### config.mk
export PLATFORM = sky130hd
export DESIGN_NAME = counter_arbiter_flat
export DESIGN_NICKNAME = d
export VERILOG_FILES = /design/src/rtl/counter_arbiter_if.sv /design/src/rtl/counter_arbiter.sv /design/src/flat_wrapper.sv
export SDC_FILE = /design/constraint.sdc
export NUM_CORES = 1
export LEC_CHECK = 0
export CAP_MARGIN = 40
export CELL_PAD_IN_SITES_DETAIL_PLACEMENT = 2
export CELL_PAD_IN_SITES_GLOBAL_PLACEMENT = 2
export CORE_ASPECT_RATIO = 1.75
export CORE_MARGIN = 4
export CORE_UTILIZATION = 26
export DETAILED_ROUTE_END_ITERATION = 10
export PLACE_DENSITY = 0.82
export SYNTH_ARGS = -nofsm -noshare
export SYNTH_HDL_FRONTEND = slang
export SYNTH_SLANG_ARGS = --single-unit
export TNS_END_PERCENT = 5
### constraint.sdc
create_clock -name clk -period 2.15 [get_ports clk]
set_input_delay 0.43 -clock clk [delete_from_list [all_inputs] [get_ports clk]]
set_output_delay 0.43 -clock clk [all_outputs]
set_load 0.01 [all_outputs]
### src/rtl/counter_arbiter_if.sv
// counter_arbiter_if: bundles the requester side (req/dir/presets, gnt/done/busy)
// and the shared up/down counter control side (load/enable/up_down/data_in,
// count feedback) of the counter_arbiter.
//   slave  : the arbiter itself (consumes requests and count, drives grants and counter controls)
//   master : the environment (requesters plus the physical counter)
interface counter_arbiter_if #(
    parameter int WIDTH = 4
);
    logic [1:0]       req;
    logic [1:0]       dir;
    logic [WIDTH-1:0] preset0;
    logic [WIDTH-1:0] preset1;
    logic [WIDTH-1:0] cnt_value;
    logic [1:0]       gnt;
    logic [1:0]       done;
    logic             busy;
    logic             cnt_load;
    logic             cnt_enable;
    logic             cnt_up_down;
    logic [WIDTH-1:0] cnt_data_in;

    modport slave (
        input  req, dir, preset0, preset1, cnt_value,
        output gnt, done, busy, cnt_load, cnt_enable, cnt_up_down, cnt_data_in
    );

    modport master (
        output req, dir, preset0, preset1, cnt_value,
        input  gnt, done, busy, cnt_load, cnt_enable, cnt_up_down, cnt_data_in
    );
endinterface

### src/rtl/counter_arbiter.sv
// counter_arbiter: round-robin sequencer sharing one WIDTH-bit up/down counter
// between two requesters. The winner's preset is loaded, the counter runs to
// the terminal value (all-ones up, zero down) and the winner gets a done pulse.
// Ports:
//   clk  - rising-edge clock
//   rst  - asynchronous active-low reset
//   bus  - counter_arbiter_if.slave: req/dir/preset0/preset1/cnt_value in,
//          gnt/done/busy/cnt_load/cnt_enable/cnt_up_down/cnt_data_in out
module counter_arbiter #(
    parameter int WIDTH = 4
) (
    input  logic              clk,
    input  logic              rst,
    counter_arbiter_if.slave  bus
);

    typedef enum logic [1:0] {
        IDLE = 2'd0,
        LOAD = 2'd1,
        RUN  = 2'd2,
        DONE = 2'd3
    } state_t;

    state_t           state_r;
    logic             ptr_r;
    logic             owner_r;
    logic [1:0]       gnt_r;
    logic [1:0]       done_r;
    logic             busy_r;
    logic             load_r;
    // The latched dir/preset double as the counter's up_down/data_in drivers.
    logic             up_r;
    logic [WIDTH-1:0] data_r;

    logic             winner_s;
    logic [WIDTH-1:0] win_preset_s;
    logic             win_dir_s;
    logic [WIDTH-1:0] terminal_s;
    logic             at_term_s;
    logic             owner_req_s;
    logic             enable_s;

    // Arbitration: a lone request wins outright; a tie goes to the pointer.
    always_comb begin
        winner_s = 1'b0;
        if (bus.req == 2'b11) begin
            winner_s = ptr_r;
        end else if (bus.req[1]) begin
            winner_s = 1'b1;
        end else begin
            winner_s = 1'b0;
        end
        if (winner_s) begin
            win_preset_s = bus.preset1;
        end else begin
            win_preset_s = bus.preset0;
        end
        win_dir_s = bus.dir[winner_s];
    end

    // Terminal detection and count enable; enable is combinational on the
    // count so the counter stops exactly at terminal and never wraps.
    always_comb begin
        if (up_r) begin
            terminal_s = {WIDTH{1'b1}};
        end else begin
            terminal_s = {WIDTH{1'b0}};
        end
        at_term_s   = (bus.cnt_value == terminal_s);
        owner_req_s = bus.req[owner_r];
        if ((state_r == RUN) && owner_req_s && !at_term_s) begin
            enable_s = 1'b1;
        end else begin
            enable_s = 1'b0;
        end
    end

    // Sequencer FSM with all registered outputs updated alongside the state.
    always_ff @(posedge clk or negedge rst) begin
        if (!rst) begin
            state_r <= IDLE;
            ptr_r   <= 1'b0;
            owner_r <= 1'b0;
            gnt_r   <= 2'b00;
            done_r  <= 2'b00;
            busy_r  <= 1'b0;
            load_r  <= 1'b0;
            up_r    <= 1'b0;
            data_r  <= {WIDTH{1'b0}};
        end else begin
            case (state_r)
                IDLE: begin
                    done_r <= 2'b00;
                    if (|bus.req) begin
                        state_r <= LOAD;
                        owner_r <= winner_s;
                        gnt_r   <= winner_s ? 2'b10 : 2'b01;
                        busy_r  <= 1'b1;
                        load_r  <= 1'b1;
                        data_r  <= win_preset_s;
                        up_r    <= win_dir_s;
                    end else begin
                        gnt_r  <= 2'b00;
                        busy_r <= 1'b0;
                        load_r <= 1'b0;
                    end
                end
                LOAD: begin
                    load_r  <= 1'b0;
                    state_r <= RUN;
                end
                RUN: begin
                    if (at_term_s) begin
                        state_r <= DONE;
                        done_r  <= gnt_r;
                    end else if (!owner_req_s) begin
                        // Abandoned job: no done pulse, pointer untouched.
                        state_r <= IDLE;
                        gnt_r   <= 2'b00;
                        busy_r  <= 1'b0;
                    end else begin
                        state_r <= RUN;
                    end
                end
                DONE: begin
                    state_r <= IDLE;
                    done_r  <= 2'b00;
                    gnt_r   <= 2'b00;
                    busy_r  <= 1'b0;
                    ptr_r   <= ~owner_r;
                end
                default: begin
                    state_r <= IDLE;
                    done_r  <= 2'b00;
                    gnt_r   <= 2'b00;
                    busy_r  <= 1'b0;
                    load_r  <= 1'b0;
                end
            endcase
        end
    end

    assign bus.gnt         = gnt_r;
    assign bus.done        = done_r;
    assign bus.busy        = busy_r;
    assign bus.cnt_load    = load_r;
    assign bus.cnt_enable  = enable_s;
    assign bus.cnt_up_down = up_r;
    assign bus.cnt_data_in = data_r;

endmodule

### src/flat_wrapper.sv
// flat-port wrapper written by rule: the top's interface ports become plain ports
module counter_arbiter_flat 
#(
    parameter int WIDTH = 4
)
  (clk, rst, bus_req, bus_dir, bus_preset0, bus_preset1, bus_cnt_value, bus_gnt, bus_done, bus_busy, bus_cnt_load, bus_cnt_enable, bus_cnt_up_down, bus_cnt_data_in);
  counter_arbiter_if #(.WIDTH(WIDTH)) bus_i ();
  input  logic clk;
  input  logic rst;
  input wire logic [$bits(bus_i.req)-1:0] bus_req;
  input wire logic [$bits(bus_i.dir)-1:0] bus_dir;
  input wire logic [$bits(bus_i.preset0)-1:0] bus_preset0;
  input wire logic [$bits(bus_i.preset1)-1:0] bus_preset1;
  input wire logic [$bits(bus_i.cnt_value)-1:0] bus_cnt_value;
  output wire logic [$bits(bus_i.gnt)-1:0] bus_gnt;
  output wire logic [$bits(bus_i.done)-1:0] bus_done;
  output wire logic [$bits(bus_i.busy)-1:0] bus_busy;
  output wire logic [$bits(bus_i.cnt_load)-1:0] bus_cnt_load;
  output wire logic [$bits(bus_i.cnt_enable)-1:0] bus_cnt_enable;
  output wire logic [$bits(bus_i.cnt_up_down)-1:0] bus_cnt_up_down;
  output wire logic [$bits(bus_i.cnt_data_in)-1:0] bus_cnt_data_in;
  assign bus_i.req = bus_req;
  assign bus_i.dir = bus_dir;
  assign bus_i.preset0 = bus_preset0;
  assign bus_i.preset1 = bus_preset1;
  assign bus_i.cnt_value = bus_cnt_value;
  assign bus_gnt = bus_i.gnt;
  assign bus_done = bus_i.done;
  assign bus_busy = bus_i.busy;
  assign bus_cnt_load = bus_i.cnt_load;
  assign bus_cnt_enable = bus_i.cnt_enable;
  assign bus_cnt_up_down = bus_i.cnt_up_down;
  assign bus_cnt_data_in = bus_i.cnt_data_in;
  counter_arbiter #(.WIDTH(WIDTH)) u_core (.clk(clk), .rst(rst), .bus(bus_i));
endmodule
## Yosys cells after proc, flatten, opt, wreduce, memory -nomap -nowiden

Cells that the tools add are included.

- Bits in registers: 15
- Input bits: 18
- Output and inout port bits: 12
- Word-level logic and storage cells: 58

- Order comparisons: 2
- Equal/unequal tests: 9
- Multiplexer cells: 25
- Bitwise operators: 1
- Reductions and logical operators: 12

Operators with widths:

| kind | number |
|---|---|
| $mux W2 | 8 |
| $mux W1 | 10 |
| $mux W4 | 2 |
| $pmux W2 S4 | 1 |
| $eq A2 B2 Y1 const B | 3 |
| $pmux W2 S3 | 1 |
| $eq A4 B4 Y1 | 1 |
| $lt A1 B2 Y1 const B | 2 |
| $ne A2 B1 Y1 const B | 2 |
| $ne A2 B2 Y1 const B | 2 |
| $pmux W2 S2 | 1 |
| $reduce_and A2 Y1 | 2 |
| $reduce_bool A2 Y1 | 2 |
| $reduce_or A2 Y1 | 2 |
| $pmux W1 S3 | 1 |
| $reduce_and A3 Y1 | 1 |
| $reduce_bool A3 Y1 | 1 |
| $eq A2 B1 Y1 const B | 1 |
| $logic_and A1 B1 Y1 | 2 |
| $logic_not A2 Y1 | 1 |
| $pmux W1 S2 | 1 |
| $logic_not A1 Y1 | 1 |
| $not A1 Y1 | 1 |

## Longest topological paths before layout

- Depth in word-level cells: 5
- Depth in mapped cells: 6
- Gate-level depth less buffers: 6

## Least setup slack after synthesis

Ideal clock, no wire load.

- Path kind: input to register
- Start: input bus_cnt_value[3]
- End: register u_core.busy_r, in the netlist u_core.bus.busy
- Arrival: 1.653 ns
- Required time: 2.025 ns
- Setup slack: 0.372 ns
- Stages: 4
- Path buffers: 0
- Cell sequence: or4_4 -> mux2i_4 -> a211o_4 -> mux2_4

- Word-level cells in the longest chain between the ends: 3

RTL lines:

| item | RTL line | RTL |
|---|---|---|
| start, declared | flat_wrapper.sv:14 | `input wire logic [$bits(bus_i.cnt_value)-1:0] bus_cnt_value;` |
| $eq A4 B4 Y1 | counter_arbiter.sv:69 | `at_term_s = (bus.cnt_value == terminal_s);` |
| $ne A2 B2 Y1 (no line) | - |  |
| $reduce_and A3 Y1 (no line) | - |  |
| end signal, assigned | counter_arbiter.sv:86 | `busy_r <= 1'b0;` |
| end signal, assigned | counter_arbiter.sv:98 | `busy_r <= 1'b1;` |
| end signal, assigned | counter_arbiter.sv:104 | `busy_r <= 1'b0;` |
| end, declared | counter_arbiter.sv:29 | `logic busy_r;` |

Every way passes these cells.
A chain may end at the register's enable or synchronous reset.

## Worst setup path after layout

- Start: input bus_cnt_value[3]
- End: output bus_cnt_enable

- Word-level cells in the longest chain between the ends: 4

RTL lines:

| item | RTL line | RTL |
|---|---|---|
| $eq A4 B4 Y1 | counter_arbiter.sv:69 |  |
| $logic_not A1 Y1 | counter_arbiter.sv:71 | `if ((state_r == RUN) && owner_req_s && !at_term_s) begin` |
| $logic_and A1 B1 Y1 | counter_arbiter.sv:71 |  |
| $mux W1 | counter_arbiter.sv:71 |  |
| end, declared | flat_wrapper.sv:19 | `output wire logic [$bits(bus_i.cnt_enable)-1:0] bus_cnt_enable;` |

Every way passes these cells.

==> impl_results.md <==
- Core box area: 0.003108 mm²
- Synth warnings: 0
- Comb pwr share: 0.534
- Synth area leader: dfrtp_1
- RR Startpoint: u_core.bus.cnt_up_down$_DFFE_PN0P_
- Critical Path AT: 1.67 ns
- GR Util met1: 0.1384
- Internal power: between 0.9 and 1 mW
- Vias: around 800
- Synth Cell Area: 835.8 µm²
- Switching part of the total power: 0.3789
- DIE WIDTH: 50.86 µm
- Initial DRC Count: 9
- Initial Utilization: 0.2689
- Clock sinks: 15
- GR peak layer: met2
- Die height: slightly above 80 µm
- CTS clk-pin slew, worst paths: approximately 0.070 ns
- Antenna violations before repair: 0
- Fin crit share: 0.9758
- Average size of a mapped cell: 10.45 µm²
- Mapped Cells: 80
- Worst hold stages: 2
- Ports: 30
- CTS tree: built
- Worst-Skew Late Latency: 0.26 ns
- Yosys top cell area share: 0.4491
- Min Tclk post-route: about 2.1 ns
- Met3 Resource Use GR: 0.02334
- Maxcap violations: 0
- Drt via density: 4.739
- Crit start category: input port
- Post-Route Skew: 0.0008122 ns
- Max Slew Vio Count: 0
- CTS buffer count: 3
- Final ANT Viol Nets: 0
- Sequential area share after synthesis: 0.4491
- Type of the most critical hold path: reg -> reg
- Critical path class: in -> out
- Final antenna diode count: 0
- RePlAce Congestion: 0.7420
- Worst-margin pin slew: 0.7600 ns
- Final hold slack: 0.4933 ns
- DR pass1 iterations: 2
- Final Hold Vio Count: 0
- IR Drop Worst-Case VDD: 535.6 µV
- Largest net degree at the start of global routing: 16
- RR Endpoint: u_core.bus.gnt[1]$_DFFE_PN0P_
- Vias in the first global route: 945
- CTS H-tree depth: 1
- WL final: 2628 µm
- Global-route wire length before repair: 4602 µm
- Avg WL per Cell: 15.93 µm
- Hpwl dp: 2170 µm
- Syn_nets: 103
- Switching pwr: 0.5988 mW
- Clock power frac: 0.154
- Area Overhead vs Synth: 54.79%
- PwrDens: 1221 mW/mm²
- Met2 GRT Util: 0.2833
- Crit Path Max Fanout: 2
- Root buf cell: clkbuf_8
- I/O Buffers: 29
- Setup ws final: 0.05210 ns
- WHS Endpoint: u_core.bus.cnt_data_in[0]$_DFFE_PN0P_
- CP max stage delay: 0.43 ns
- GRT Overall Usage: 0.1432
- Status: finished clean
- Yosys reg bits: 15
- Critical Path RT: 1.72 ns
- Residual DRC: 0
- Final setup fails: 0
- Slew HR: 0.4917
- Synth area leaders: dfrtp_1, mux2i_1, ha_1
- Layout net count: 146
- Pleak: around 0.61 nW
- GRT overflow: 0
- Unique masters post-synth: 23
- RSZ-0062 raised after global routing: no
- CP max-delay cell: clkdlybuf4s50_1
- Crit path capture type: output port
- # rows: 27
- Layout cells sized above 1: 0.2213
- Min-Delay Startpoint: u_core.bus.cnt_data_in[0]$_DFFE_PN0P_
- CP Cell Sequence: clkdlybuf4s50_1 > or4_4 > mux2i_4 > nor2_1 > buf_2
- Place WS: -0.4156 ns
- Max Fclk: 476.7 MHz
- R2R depth: 6
- Die Footprint: 0.004222 mm²
- Reg power frac: 0.312
- Worst reg-to-reg setup slack: between 0.2 and 0.25 ns
- Clock tree buffer depth: 2
==> power by group through the flow <==
stage	registers [mW]	clock network [mW]	logic [mW]
floorplan	0.522	0	0.404
global placement	0.489	0	0.811
detailed placement	0.500	0	0.856
CTS	0.496	0.251	0.867
global route	0.515	0.261	0.948
finish	0.492	0.244	0.844
==> cell families (layout without fill, tap and decap cells) <==
kind of cell / after synthesis / after routing / share of synthesized area
simple gates: 24 / 24 / 0.1362
fa+ha+maj: 5 / 5 / 0.07485
buf+inv: 8 / 50 / 0.03593
mux: 11 / 11 / 0.1602
flops: 15 / 15 / 0.4491
compound gates: 17 / 17 / 0.1437
==> registers in the layout, indices dropped and copies added, names as in the netlist <==
register and count:
u_core.bus.cnt_up_down 1, u_core.owner_r 1, u_core.bus.cnt_data_in 4, u_core.state_r 2, u_core.ptr_r 1, u_core.bus.done 2
u_core.bus.cnt_load 1, u_core.bus.gnt 2, u_core.bus.busy 1
==> layer usage <==
metal | up-vias | share of wire
met1 | 391 | 0.34
met4 | 0 | 0.017
li1 | 362 | -
met5 | - | 0
met3 | 5 | 0.048
met2 | 24 | 0.59
==> how the worst max path moves through the flow <==
stage / end / depth (start not counted) / startpoint
2_1_floorplan: u_core.bus.busy$_DFFE_PN0P_ / 4 / bus_cnt_value[3]
3_5_place_dp: bus_cnt_enable / 5 / bus_cnt_value[3]
5_1_grt: bus_cnt_enable / 5 / bus_cnt_value[3]
3_3_place_gp: bus_cnt_enable / 5 / bus_cnt_value[3]
4_1_cts: bus_cnt_enable / 5 / bus_cnt_value[3]
6_report: bus_cnt_enable / 5 / bus_cnt_value[3]
==> worst max-delay path, delay by kind of cell <==
kind,cells,cell delay (ns)
mux,1,0.17
simple gates,2,0.50
buf+inv,2,0.57
==> cell type report <==
type / instances / area (µm²)
fill: 353 / 1814
timing repair buffer: 40 / 365.4
tap: 43 / 53.80
clock inverter: 1 / 5.005
multi-input combinational: 57 / 430.4
sequential: 15 / 375.4
clock buffer: 3 / 41.29
inverter: 6 / 22.52
==> cells in the final DEF, fill, tap and decap left out, types with 2 or more instances in the layout <==
master            n
clkdlybuf4s50_1  26
dfrtp_1          15
nand2_1          13
buf_4            11
mux2i_1           7
o21ai_0           7
inv_1             6
ha_1              5
nor3_1            4
nor2_1            3
clkbuf_8          3
a22oi_1           2
a31o_2            2
mux2_4            2
a211oi_1          2
dlygate4sd2_1     2
==> metrics by stage <==
step           setup TNS [ns]  power [mW]    util  cells  area [µm²]
2_1_floorplan               0      0.9258       -     80       835.8
3_3_place_gp          -0.7869       1.300  0.4014    160        1247
3_5_place_dp           -1.011       1.356  0.4014    160        1247
4_1_cts                     0       1.614  0.4163    165        1294
5_1_grt                     0       1.724  0.4163    165        1294
6_report                    0       1.580  0.4163    165        1294
==> synth_stat cells (all sizes together) <==
library cell  instances
dfrtp                15
nand2                13
mux2i                 8
o21ai                 8
inv                   6
ha                    5
nor3                  4
mux2                  3
nor2                  3
a211oi                2
a22oi                 2
a31o                  2
and2                  2
clkbuf                2
a211o                 1
a21oi                 1
nand4                 1
o22ai                 1
or4                   1
==> what timing repair did <==
action                     in CTS  in global routing
resized for setup               6                  0
buffers inserted                1                  0
setup endpoints to repair       1                  0
hold buffers                    0                  0
No activity file was read; power rests on OpenSTA's default activity.
